File: src/rtl/bpu_pkg.sv
// Shared branch-predictor types: branch type codes, 2-bit counter codes and the
// checkpoint entry recorded for each predicted control-flow instruction.
package bpu_pkg;

  typedef enum logic [1:0] {
    TYPE_NO     = 2'b00,
    TYPE_BRANCH = 2'b01,
    TYPE_RET    = 2'b10,
    TYPE_J      = 2'b11
  } br_type_e;

  typedef enum logic [1:0] {
    SNT = 2'b00,
    WNT = 2'b01,
    WT  = 2'b10,
    ST  = 2'b11
  } ctr_e;

  typedef struct packed {
    logic [31:0] addr;
    br_type_e    btype;
    logic        pred;
    logic [31:0] target;
  } pred_entry_t;

endpackage

File: src/rtl/bpu_pred_fifo_2w1r.sv
// Prediction checkpoint storage: 2 in-order write ports, 1 read port, synchronous clear; head is
// visible combinationally, writes/pops take effect next edge; no internal backpressure (caller gates writes).
module bpu_pred_fifo_2w1r
  import bpu_pkg::*;
#(
  parameter int DEPTH = 8
) (
  input  logic                   clk,
  input  logic                   rst,
  input  logic                   clr_i,
  input  logic                   we1_i,
  input  pred_entry_t            we1_dat_i,
  input  logic                   we2_i,
  input  pred_entry_t            we2_dat_i,
  input  logic                   re_i,
  output pred_entry_t            head_o,
  output logic                   empty_o,
  output logic [$clog2(DEPTH):0] count_o
);

  localparam int IDX_W = $clog2(DEPTH);
  localparam int PTR_W = IDX_W + 1;

  pred_entry_t      mem_q [DEPTH];
  pred_entry_t      mem_d [DEPTH];
  logic [PTR_W-1:0] wr_q, wr_d;
  logic [PTR_W-1:0] rd_q, rd_d;
  logic [PTR_W-1:0] wr2_ptr;
  logic [PTR_W-1:0] we1_inc, we2_inc;

  always_comb begin
    mem_d   = mem_q;
    wr_d    = wr_q;
    rd_d    = rd_q;
    we1_inc = {{(PTR_W-1){1'b0}}, we1_i};
    we2_inc = {{(PTR_W-1){1'b0}}, we2_i};
    // Slot 2 lands right behind slot 1, or at the tail when slot 1 is idle.
    wr2_ptr = wr_q + we1_inc;
    if (clr_i) begin
      wr_d = '0;
      rd_d = '0;
    end else begin
      if (we1_i) mem_d[wr_q[IDX_W-1:0]] = we1_dat_i;
      if (we2_i) mem_d[wr2_ptr[IDX_W-1:0]] = we2_dat_i;
      wr_d = wr_q + we1_inc + we2_inc;
      if (re_i) rd_d = rd_q + {{(PTR_W-1){1'b0}}, 1'b1};
    end
  end

  always_ff @(posedge clk) begin
    if (rst) begin
      wr_q <= '0;
      rd_q <= '0;
    end else begin
      wr_q <= wr_d;
      rd_q <= rd_d;
    end
  end

  always_ff @(posedge clk) begin
    mem_q <= mem_d;
  end

  // Extra pointer bit separates full (MSBs differ) from empty (equal).
  assign empty_o = (rd_q == wr_q);
  assign count_o = wr_q - rd_q;
  assign head_o  = mem_q[rd_q[IDX_W-1:0]];

endmodule

File: src/rtl/bpu_pred_check_queue.sv
// In-order prediction check queue: records up to 2 predictions/cycle, checks the head on EX resolve,
// redirect/sync_err 1 cycle after resolve; enq_ready_o low when <2 entries free. Option: BPU_PRED_STATS_EN.
module bpu_pred_check_queue
  import bpu_pkg::*;
#(
  parameter int          DEPTH        = 8,
  parameter logic [31:0] FALLTHRU_OFS = 32'd8
) (
  input  logic                   clk,
  input  logic                   rst,
  input  logic                   enq1_valid_i,
  input  logic [31:0]            enq1_addr_i,
  input  logic [1:0]             enq1_type_i,
  input  logic                   enq1_pred_i,
  input  logic [31:0]            enq1_target_i,
  input  logic                   enq2_valid_i,
  input  logic [31:0]            enq2_addr_i,
  input  logic [1:0]             enq2_type_i,
  input  logic                   enq2_pred_i,
  input  logic [31:0]            enq2_target_i,
  output logic                   enq_ready_o,
  input  logic                   ex_valid_i,
  input  logic [1:0]             ex_branch_type_i,
  input  logic [31:0]            ex_inst_addr_i,
  input  logic                   ex_branch_success_i,
  input  logic [31:0]            ex_target_i,
  input  logic                   flush_i,
  output logic                   mispredict_o,
  output logic [31:0]            redirect_pc_o,
  output logic                   sync_err_o,
  output logic [$clog2(DEPTH):0] count_o
`ifdef BPU_PRED_STATS_EN
  ,
  output logic [31:0]            stat_resolved_o,
  output logic [31:0]            stat_mispred_o
`endif
);

  localparam int CNT_W = $clog2(DEPTH) + 1;

  pred_entry_t      e1, e2, head;
  logic             empty;
  logic [CNT_W-1:0] count;
  logic             enq1_do, enq2_do, resolve, head_hit, sync_bad, pred_bad, redirect;
  logic             clr, we1, we2, re;
  logic             unused_head_type;

  logic        mispredict_q, mispredict_d;
  logic        sync_err_q, sync_err_d;
  logic [31:0] redirect_pc_q, redirect_pc_d;

  always_comb begin
    e1 = '{addr: enq1_addr_i, btype: br_type_e'(enq1_type_i), pred: enq1_pred_i, target: enq1_target_i};
    e2 = '{addr: enq2_addr_i, btype: br_type_e'(enq2_type_i), pred: enq2_pred_i, target: enq2_target_i};

    enq1_do  = enq_ready_o && enq1_valid_i && (enq1_type_i != TYPE_NO);
    enq2_do  = enq_ready_o && enq2_valid_i && (enq2_type_i != TYPE_NO);
    resolve  = ex_valid_i && (ex_branch_type_i != TYPE_NO);
    head_hit = !empty && (head.addr == ex_inst_addr_i);
    sync_bad = resolve && !head_hit;
    pred_bad = resolve && head_hit &&
               ((head.pred != ex_branch_success_i) ||
                (head.pred && ex_branch_success_i && (head.target != ex_target_i)));
    redirect = (sync_bad || pred_bad) && !flush_i;

    // Any redirect discards younger records, including this cycle's wrong-path enqueues.
    clr = flush_i || redirect;
    we1 = enq1_do && !clr;
    we2 = enq2_do && !clr;
    re  = resolve && !empty && !clr;

    mispredict_d  = redirect;
    sync_err_d    = sync_bad && !flush_i;
    redirect_pc_d = redirect_pc_q;
    if (redirect) begin
      redirect_pc_d = ex_branch_success_i ? ex_target_i : ex_inst_addr_i + FALLTHRU_OFS;
    end
  end

  always_ff @(posedge clk) begin
    if (rst) begin
      mispredict_q  <= 1'b0;
      sync_err_q    <= 1'b0;
      redirect_pc_q <= '0;
    end else begin
      mispredict_q  <= mispredict_d;
      sync_err_q    <= sync_err_d;
      redirect_pc_q <= redirect_pc_d;
    end
  end

  bpu_pred_fifo_2w1r #(
    .DEPTH(DEPTH)
  ) u_fifo (
    .clk       (clk),
    .rst       (rst),
    .clr_i     (clr),
    .we1_i     (we1),
    .we1_dat_i (e1),
    .we2_i     (we2),
    .we2_dat_i (e2),
    .re_i      (re),
    .head_o    (head),
    .empty_o   (empty),
    .count_o   (count)
  );

  assign unused_head_type = ^head.btype;
  assign enq_ready_o      = (count <= CNT_W'(DEPTH - 2));
  assign count_o          = count;
  assign mispredict_o     = mispredict_q;
  assign sync_err_o       = sync_err_q;
  assign redirect_pc_o    = redirect_pc_q;

`ifdef BPU_PRED_STATS_EN
  logic [31:0] stat_res_q, stat_res_d;
  logic [31:0] stat_mis_q, stat_mis_d;

  // Saturating; a flush cancels the resolve so it is not counted.
  always_comb begin
    stat_res_d = stat_res_q;
    stat_mis_d = stat_mis_q;
    if (resolve && !flush_i && (stat_res_q != '1)) stat_res_d = stat_res_q + 32'd1;
    if (redirect && (stat_mis_q != '1)) stat_mis_d = stat_mis_q + 32'd1;
  end

  always_ff @(posedge clk) begin
    if (rst) begin
      stat_res_q <= '0;
      stat_mis_q <= '0;
    end else begin
      stat_res_q <= stat_res_d;
      stat_mis_q <= stat_mis_d;
    end
  end

  assign stat_resolved_o = stat_res_q;
  assign stat_mispred_o  = stat_mis_q;
`endif

endmodule

File: config.mk
export PLATFORM = sky130hd
export DESIGN_NAME = bpu_pred_check_queue
export DESIGN_NICKNAME = d
export VERILOG_FILES = /design/src/rtl/bpu_pkg.sv /design/src/rtl/bpu_pred_fifo_2w1r.sv /design/src/rtl/bpu_pred_check_queue.sv
export SDC_FILE = /design/constraint.sdc
export NUM_CORES = 2
export LEC_CHECK = 0
export ABC_AREA = 0
export CORE_AREA = 5 5 240 335
export DETAILED_ROUTE_END_ITERATION = 7
export DIE_AREA = 0 0 245 340
export GPL_TIMING_DRIVEN = 0
export PLACE_DENSITY = 0.72
export SYNTH_ARGS = -nofsm -noshare
export SYNTH_HDL_FRONTEND = slang
export SYNTH_SLANG_ARGS = --single-unit
File: constraint.sdc
create_clock -name clk -period 41.2 [get_ports clk]
set_input_delay 6.18 -clock clk [delete_from_list [all_inputs] [get_ports clk]]
set_output_delay 6.18 -clock clk [all_outputs]
set_load 0.02 [all_outputs]
## Word level (Yosys, flattened, before mapping)

Index checks and enable logic that the tools add are counted.

- Add/sub/neg operators: 5
- $lt $le $gt $ge: 6
- Equal/unequal tests: 4
- Muxes and demuxes: 13
- Bitwise logic cells: 3
- Reduce and logical (&&, ||, !) cells: 30

Operator list:

| cell | number |
|---|---|
| $mux W536 | 3 |
| $bwmux W536 | 2 |
| $demux W67 S3 | 2 |
| $mux W67 | 4 |
| $bmux W67 S3 | 1 |
| $add A32 B4 Y32 const B | 1 |
| $eq A32 B32 Y1 | 1 |
| $mux W32 | 1 |
| $ne A32 B32 Y1 | 1 |
| $logic_and A1 B1 Y1 | 19 |
| $ge A4 B4 Y1 const B | 3 |
| $not A3 Y4 | 3 |
| $add A4 B1 Y4 | 2 |
| $lt A4 B1 Y1 const B | 2 |
| $reduce_bool A2 Y1 | 3 |
| $add A4 B1 Y4 const B | 1 |
| $eq A4 B4 Y1 | 1 |
| $le A4 B3 Y1 const B | 1 |
| $logic_not A1 Y1 | 4 |
| $sub A4 B4 Y4 | 1 |
| $logic_or A1 B1 Y1 | 3 |
| $reduce_or A2 Y1 | 1 |
| $ne A1 B1 Y1 | 1 |

- Register bits: 578
- Input bits: 207
- Output and inout bits: 39
- Word-level logic and storage cells: 98

## Logic depth before layout (Yosys ltp)

- Word-level depth: 21
- Depth in mapped cells: 27
- Mapped depth without buffers: 15

## Hierarchy

From an unflattened synthesis, not the netlist that was laid out.

- Cells, all modules: 3303
- Area, all modules: 35358.9 sq um

By module, submodules not included:

| module | instances | cells each | area an instance (sq um) | seq. area each (sq um) |
|---|---|---|---|---|
| bpu_pred_fifo_2w1r | 1 | 2911 | 32273.5 | 16255.6 |
| bpu_pred_check_queue | 1 | 392 | 3085.5 | 680.7 |

## Worst setup path before layout

OpenSTA, ideal clock, no wires.

- Kind: input-to-reg
- From: in ex_inst_addr_i[18]
- To: reg u_fifo.mem_q[0] (netlist name) (enable)
- Setup time: 1.418 ns
- Arrival: 29.808 ns
- Data required time: 39.782 ns
- Path slack: 9.973 ns
- Stages on the path: 10
- Buffers on the path: 5
- Path through: xor2_1 -> or4_1 -> nor4_2 -> a41oi_2 -> buf_4 -> buf_6 -> buf_6 -> buf_6 -> clkbuf_1 -> nor2_1

- Cells in the longest elaborated chain, start to end: 7
- Elaborated cells on any way between the ends: 9
- Those cells by class: 1 x eq/ne; 8 x reduce/logical

RTL lines:

| element | line | RTL |
|---|---|---|
| start: declaration | bpu_pred_check_queue.sv:24 | `input logic [31:0] ex_inst_addr_i,` |
| $eq A32 B32 Y1 * | bpu_pred_check_queue.sv:59 | `head_hit = !empty && (head.addr == ex_inst_addr_i);` |
| $logic_and A1 B1 Y1 * | bpu_pred_check_queue.sv:59 |  |
| $logic_not A1 Y1 / $logic_and A1 B1 Y1 (equally long branches) | bpu_pred_check_queue.sv:60, bpu_pred_check_queue.sv:61 |  |
| $logic_and A1 B1 Y1, on equally long branches | bpu_pred_check_queue.sv:60, bpu_pred_check_queue.sv:61 |  |
| $logic_or A1 B1 Y1 * | bpu_pred_check_queue.sv:64 | `redirect = (sync_bad \|\| pred_bad) && !flush_i;` |
| $logic_and A1 B1 Y1 * | bpu_pred_check_queue.sv:64 |  |
| $logic_or A1 B1 Y1 * | bpu_pred_check_queue.sv:67 | `clr = flush_i \|\| redirect;` |
| end signal: assignment | bpu_pred_fifo_2w1r.sv:61 | `mem_q <= mem_d;` |
| end: declaration | bpu_pred_fifo_2w1r.sv:24 | `pred_entry_t mem_q [DEPTH];` |

Mark *: on every way between the ends. The rest lies on a longest branch, timed or not.
A chain may end at the register's enable or synchronous reset.

## Worst setup path in the final report

- From: in ex_target_i[25]
- To: reg u_fifo.mem_q[58] (netlist name) (data pin)

- Cells in the longest elaborated chain, start to end: 17
- Elaborated cells on any way between the ends: 21
- Those cells by class: 1 x add/sub; 2 x order compare; 1 x eq/ne; 6 x mux; 1 x bitwise; 10 x reduce/logical

RTL lines:

| element | line | RTL |
|---|---|---|
| start: declaration | bpu_pred_check_queue.sv:26 | `input logic [31:0] ex_target_i,` |
| $ne A32 B32 Y1 * | bpu_pred_check_queue.sv:63 | `(head.pred && ex_branch_success_i && (head.target != ex_target_i)));` |
| $logic_and A1 B1 Y1 * | bpu_pred_check_queue.sv:63 |  |
| $logic_or A1 B1 Y1 * | bpu_pred_check_queue.sv:62 | `((head.pred != ex_branch_success_i) \|\|` |
| $logic_and A1 B1 Y1 * | bpu_pred_check_queue.sv:61 | `pred_bad = resolve && head_hit &&` |
| $logic_or A1 B1 Y1 * | bpu_pred_check_queue.sv:64 |  |
| $logic_and A1 B1 Y1 * | bpu_pred_check_queue.sv:64 |  |
| $logic_or A1 B1 Y1 * | bpu_pred_check_queue.sv:67 |  |
| $logic_not A1 Y1 * | bpu_pred_check_queue.sv:68, bpu_pred_check_queue.sv:69 |  |
| $logic_and A1 B1 Y1 | bpu_pred_check_queue.sv:68 | `we1 = enq1_do && !clr;` |
| $add A4 B1 Y4 | - |  |
| $not A3 Y4 (not written as such) | bpu_pred_fifo_2w1r.sv:44 | `if (we2_i) mem_d[wr2_ptr[IDX_W-1:0]] = we2_dat_i;` |
| $ge A4 B4 Y1 (not written as such) / $lt A4 B1 Y1 (equally long branches) | bpu_pred_fifo_2w1r.sv:44 |  |
| $logic_and A1 B1 Y1 (not written as such) | bpu_pred_fifo_2w1r.sv:44 |  |
| $mux W67 (not written as such) | bpu_pred_fifo_2w1r.sv:44 |  |
| $demux W67 S3 | bpu_pred_fifo_2w1r.sv:44 |  |
| $bwmux W536 | bpu_pred_fifo_2w1r.sv:44 |  |
| $mux W536 * | bpu_pred_fifo_2w1r.sv:44 |  |

Mark *: on every way between the ends. The rest lies on a longest branch, timed or not. The select of a mux whose other input is x is not followed.

==> results by group <==
Status
  – Status: finished with violations
  – Violations in the final reports: DRC, capacitance limit, slew limit

Global route
  – First-pass GRT wire length: 292000 um
  – Sum of overflow across all layers after global routing: 0
  – Maximum number of pins on one net before global-route repair: 34
  – Initial antenna violation count: 15
  – Via count of the first global-routing pass: 38313
  – Combined global-route utilization of all metal layers: 48.8%

Cells and area
  – Most frequent standard cell in the layout excluding fill and tap cells: sky130_fd_sc_hd__o21ai_0
  – Filler Cell Count: between 6000 and 7000
  – Final std cell area, no fill: between 40000 and 50000 um2
  – Number of nets at the end of the flow: approximately 4500
  – Synth-to-layout area growth: 14.2%
  – Fraction of layout cells with a size suffix above 1: 6.40%
  – Commonest cells after routing, fill and taps aside: sky130_fd_sc_hd__o21ai_0, sky130_fd_sc_hd__edfxtp_1, sky130_fd_sc_hd__nor3_1, sky130_fd_sc_hd__or3b_1, sky130_fd_sc_hd__a31oi_1

CTS
  – Number of buffers added to fix hold violations after cts: 0
  – CTS tree: yes
  – Worst-path clk slew: 0.07 ns
  – Clock tree buffer depth: 3
  – CTS sink count: 562
  – Post-CTS setup repair buffer count: 0
  – CTS HTree Levels: 2
  – Total clock buffers created by CTS: 60
  – Clock root cell: sky130_fd_sc_hd__clkbuf_16
  – Resized cells post-CTS: 0
  – Skew-Pair Late Insertion Delay: about 0.70 ns

Setup path
  – Required time worst endpoint: 41.63 ns
  – Critical-path maximum fanout: 10
  – Type of the worst setup path: input pin to flop
  – CP endpoint kind: flop
  – Data arrival time of the critical path: 14.75 ns
  – Kind of launch point of the worst setup path: input pin

Route
  – Detailed-route via count: 41134
  – Drt pass-1 iters: 8
  – Avg Vias per Cell: 7.71
  – Number of nets with antenna violations after routing: 0
  – Routed WL per cell: 40.1 um
  – Post-detailed-routing wire length: 214000 um
  – Remaining DRCs: 11
  – Initial DRC count: around 7500

Floorplanning
  – Starting utilization of the core area: between 50% and 60%
  – Core region area: 77200 um2
  – Die outline height: 340 um
  – Die area: between 80000 and 90000 um2
  – Cell Rows: roughly 120
  – I/O pin cnt: between 200 and 250
  – Die span in x: 245 um

Synthesis
  – Cell variety after synth: 51
  – Sequential fraction of the synthesis area: about 42%
  – Synth top area share: 40.2%
  – Synth area leaders: sky130_fd_sc_hd__edfxtp_1, sky130_fd_sc_hd__or3b_1, sky130_fd_sc_hd__o21ai_0
  – Number of nets in the synthesized netlist: 4246
  – Synth Warn #: 0
  – Dominant synthesized flop cell: sky130_fd_sc_hd__edfxtp_1
  – Area of the mapped netlist: 38800 um2
  – Number of standard cells after synthesis: 4028
  – Cell accounting for the most synthesized area: sky130_fd_sc_hd__edfxtp_1
  – Post-Syn Area per Cell: 9.63 um2
  – Synthesis-stage register bit count: ~560
  – Share of flip-flops with an asynchronous set or reset after synthesis: 0%
  – Count of flip-flops with a built-in enable after synthesis: 520

STA
  – Final sum of negative setup slack: 0 ns
  – Least-Margin Pin Slew: 1.74 ns
  – Worst max-slew margin expressed relative to the limit: -15.8%
  – Final worst-path cycle share: 34.8%
  – Final worst slack: between 20 and 30 ns
  – Final hold violations: 0
  – Final Critical Period: 14.32 ns
  – Clock Skew: 0.0319 ns
  – Final setup violation count: 0
  – Setup repair after global routing missed its margin: false
  – Maximum clock frequency: 69.8 MHz
  – Final Slew Violations: 86

Power
  – Maximum resistive drop on vdd: around 0.036 mV
  – Total power per unit cell area: 34.1 nW/um2
  – P_leak: 13.4 nW

Placement
  – DP HPWL: 152000 um
  – Pre-CTS worst setup slack: 26.78 ns
  – Standard cell area after detailed placement: 42200 um2
  – Count of buffers from port buffering: approximately 180
  – Final weighted congestion in routability-driven placement: 1.07

Flow run
  – # Max-Cap Violations: 8

Worst hold path
  – Hold Path Class: flop to flop
state kept, by name, summed over array words and instances (netlist names):
name           flops
mispredict_o       1
redirect_pc_o     32
sync_err_o         1
u_fifo.mem_q     520
u_fifo.rd_q        4
u_fifo.wr_q        4
per-stage QoR:
step | hold WS (ns) | cells | total power [mW] | util, %
2_1_floorplan | 0.498 | 4028 | 0.817 | -
3_3_place_gp | 0.473 | 5190 | 0.935 | 54.2
3_5_place_dp | 0.486 | 5210 | 0.908 | 54.7
4_1_cts | 0.501 | 5324 | 1.48 | 57.3
5_1_grt | 0.519 | 5330 | 1.52 | 57.4
6_report | 0.501 | 5337 | 1.51 | 57.4
synth_stat cells (15+ instances only):
cell type and instances:
sky130_fd_sc_hd__o21ai_0 633, sky130_fd_sc_hd__edfxtp_1 520, sky130_fd_sc_hd__nor3_1 438, sky130_fd_sc_hd__a31oi_1 431
sky130_fd_sc_hd__or3b_1 431, sky130_fd_sc_hd__clkbuf_1 370, sky130_fd_sc_hd__mux2i_1 218, sky130_fd_sc_hd__nand2_1 132
sky130_fd_sc_hd__a2bb2oi_1 89, sky130_fd_sc_hd__nor4_1 81, sky130_fd_sc_hd__buf_1 79, sky130_fd_sc_hd__a22oi_1 56
sky130_fd_sc_hd__buf_6 52, sky130_fd_sc_hd__nor2_1 52, sky130_fd_sc_hd__xor2_1 52, sky130_fd_sc_hd__mux4_2 48
sky130_fd_sc_hd__dfxtp_1 42, sky130_fd_sc_hd__buf_2 40, sky130_fd_sc_hd__nand3_1 27, sky130_fd_sc_hd__or4_1 25
sky130_fd_sc_hd__and3_1 24, sky130_fd_sc_hd__xnor2_1 24, sky130_fd_sc_hd__a22o_1 23, sky130_fd_sc_hd__a21oi_1 18
sky130_fd_sc_hd__a21o_1 15
kinds of logic after synthesis:
group / count (synthesis) / synth area share, %
compound gates: 1291 / 19.9
simple gates: 1258 / 20.5
buf+inv: 564 / 6.70
flops: 562 / 42.4
mux: 266 / 8.41
xor+xnor: 76 / 1.72
fa+ha+maj: 11 / 0.374
final timing paths:
path	startpoint	depth (start not counted)	to	slack [ns]
worst max-delay path	ex_target_i[25]	21	u_fifo.mem_q[58]$_DFFE_PN_	26.88
worst min-delay path	redirect_pc_o[24]$_SDFFE_PP0P_	2	redirect_pc_o[24]$_SDFFE_PP0P_	0.50
worst max register to register	u_fifo.rd_q[0]$_SDFFE_PP0P_	26	u_fifo.mem_q[58]$_DFFE_PN_	30.52
worst min register to register	redirect_pc_o[24]$_SDFFE_PP0P_	2	redirect_pc_o[24]$_SDFFE_PP0P_	0.50
metal layers:
| layer | track usage [%] | part of all wire (%) | vias up | routed length (um) |
|---|---|---|---|---|
| met3 | 16.6 | 15 | 1123 | 31400 |
| met5 | 0.412 | 0.033 | - | 70 |
| met2 | 70.4 | 41 | 4115 | 88700 |
| li1 | - | - | 16295 | - |
| met4 | 43.0 | 12 | 10 | 24900 |
| met1 | 57.6 | 32 | 19591 | 68800 |
final cells by class:
class	count	area, um2	area share, %
tap	984	1230	2.78
clock inverter	28	318	0.717
antenna	12	30.0	0.0678
clock buffer	86	1700	3.84
inverter	12	45.0	0.102
timing repair buffer	199	2200	4.96
buffer	552	2560	5.78
sequential	562	16500	37.1
multi-input combinational	2902	19800	44.6
critical path: stages:
cell	delay (ns)
sky130_fd_sc_hd__clkdlybuf4s50_1	0.90
sky130_fd_sc_hd__or3_1	0.21
sky130_fd_sc_hd__nand4_1	0.50
sky130_fd_sc_hd__or4_4	0.72
sky130_fd_sc_hd__o41ai_4	0.58
sky130_fd_sc_hd__a41oi_2	0.35
sky130_fd_sc_hd__buf_4	0.33
sky130_fd_sc_hd__buf_6	0.20
sky130_fd_sc_hd__buf_6	0.25
sky130_fd_sc_hd__buf_6	0.21
sky130_fd_sc_hd__clkbuf_1	0.38
sky130_fd_sc_hd__nor3_1	0.31
sky130_fd_sc_hd__ha_1	0.22
sky130_fd_sc_hd__ha_1	0.20
sky130_fd_sc_hd__xor2_1	0.44
sky130_fd_sc_hd__nand3_1	0.27
sky130_fd_sc_hd__nor3_1	0.93
sky130_fd_sc_hd__nand2_1	0.15
sky130_fd_sc_hd__clkbuf_1	0.53
sky130_fd_sc_hd__clkbuf_1	0.56
sky130_fd_sc_hd__a2bb2oi_1	0.26
power by group:
part,leakage [nW],switching (mW),internal (mW)
logic,7.16,0.160,0.0730
registers,5.27,0.0187,0.661
clock network,0.978,0.269,0.330
No activity file was read; power rests on OpenSTA's default activity.
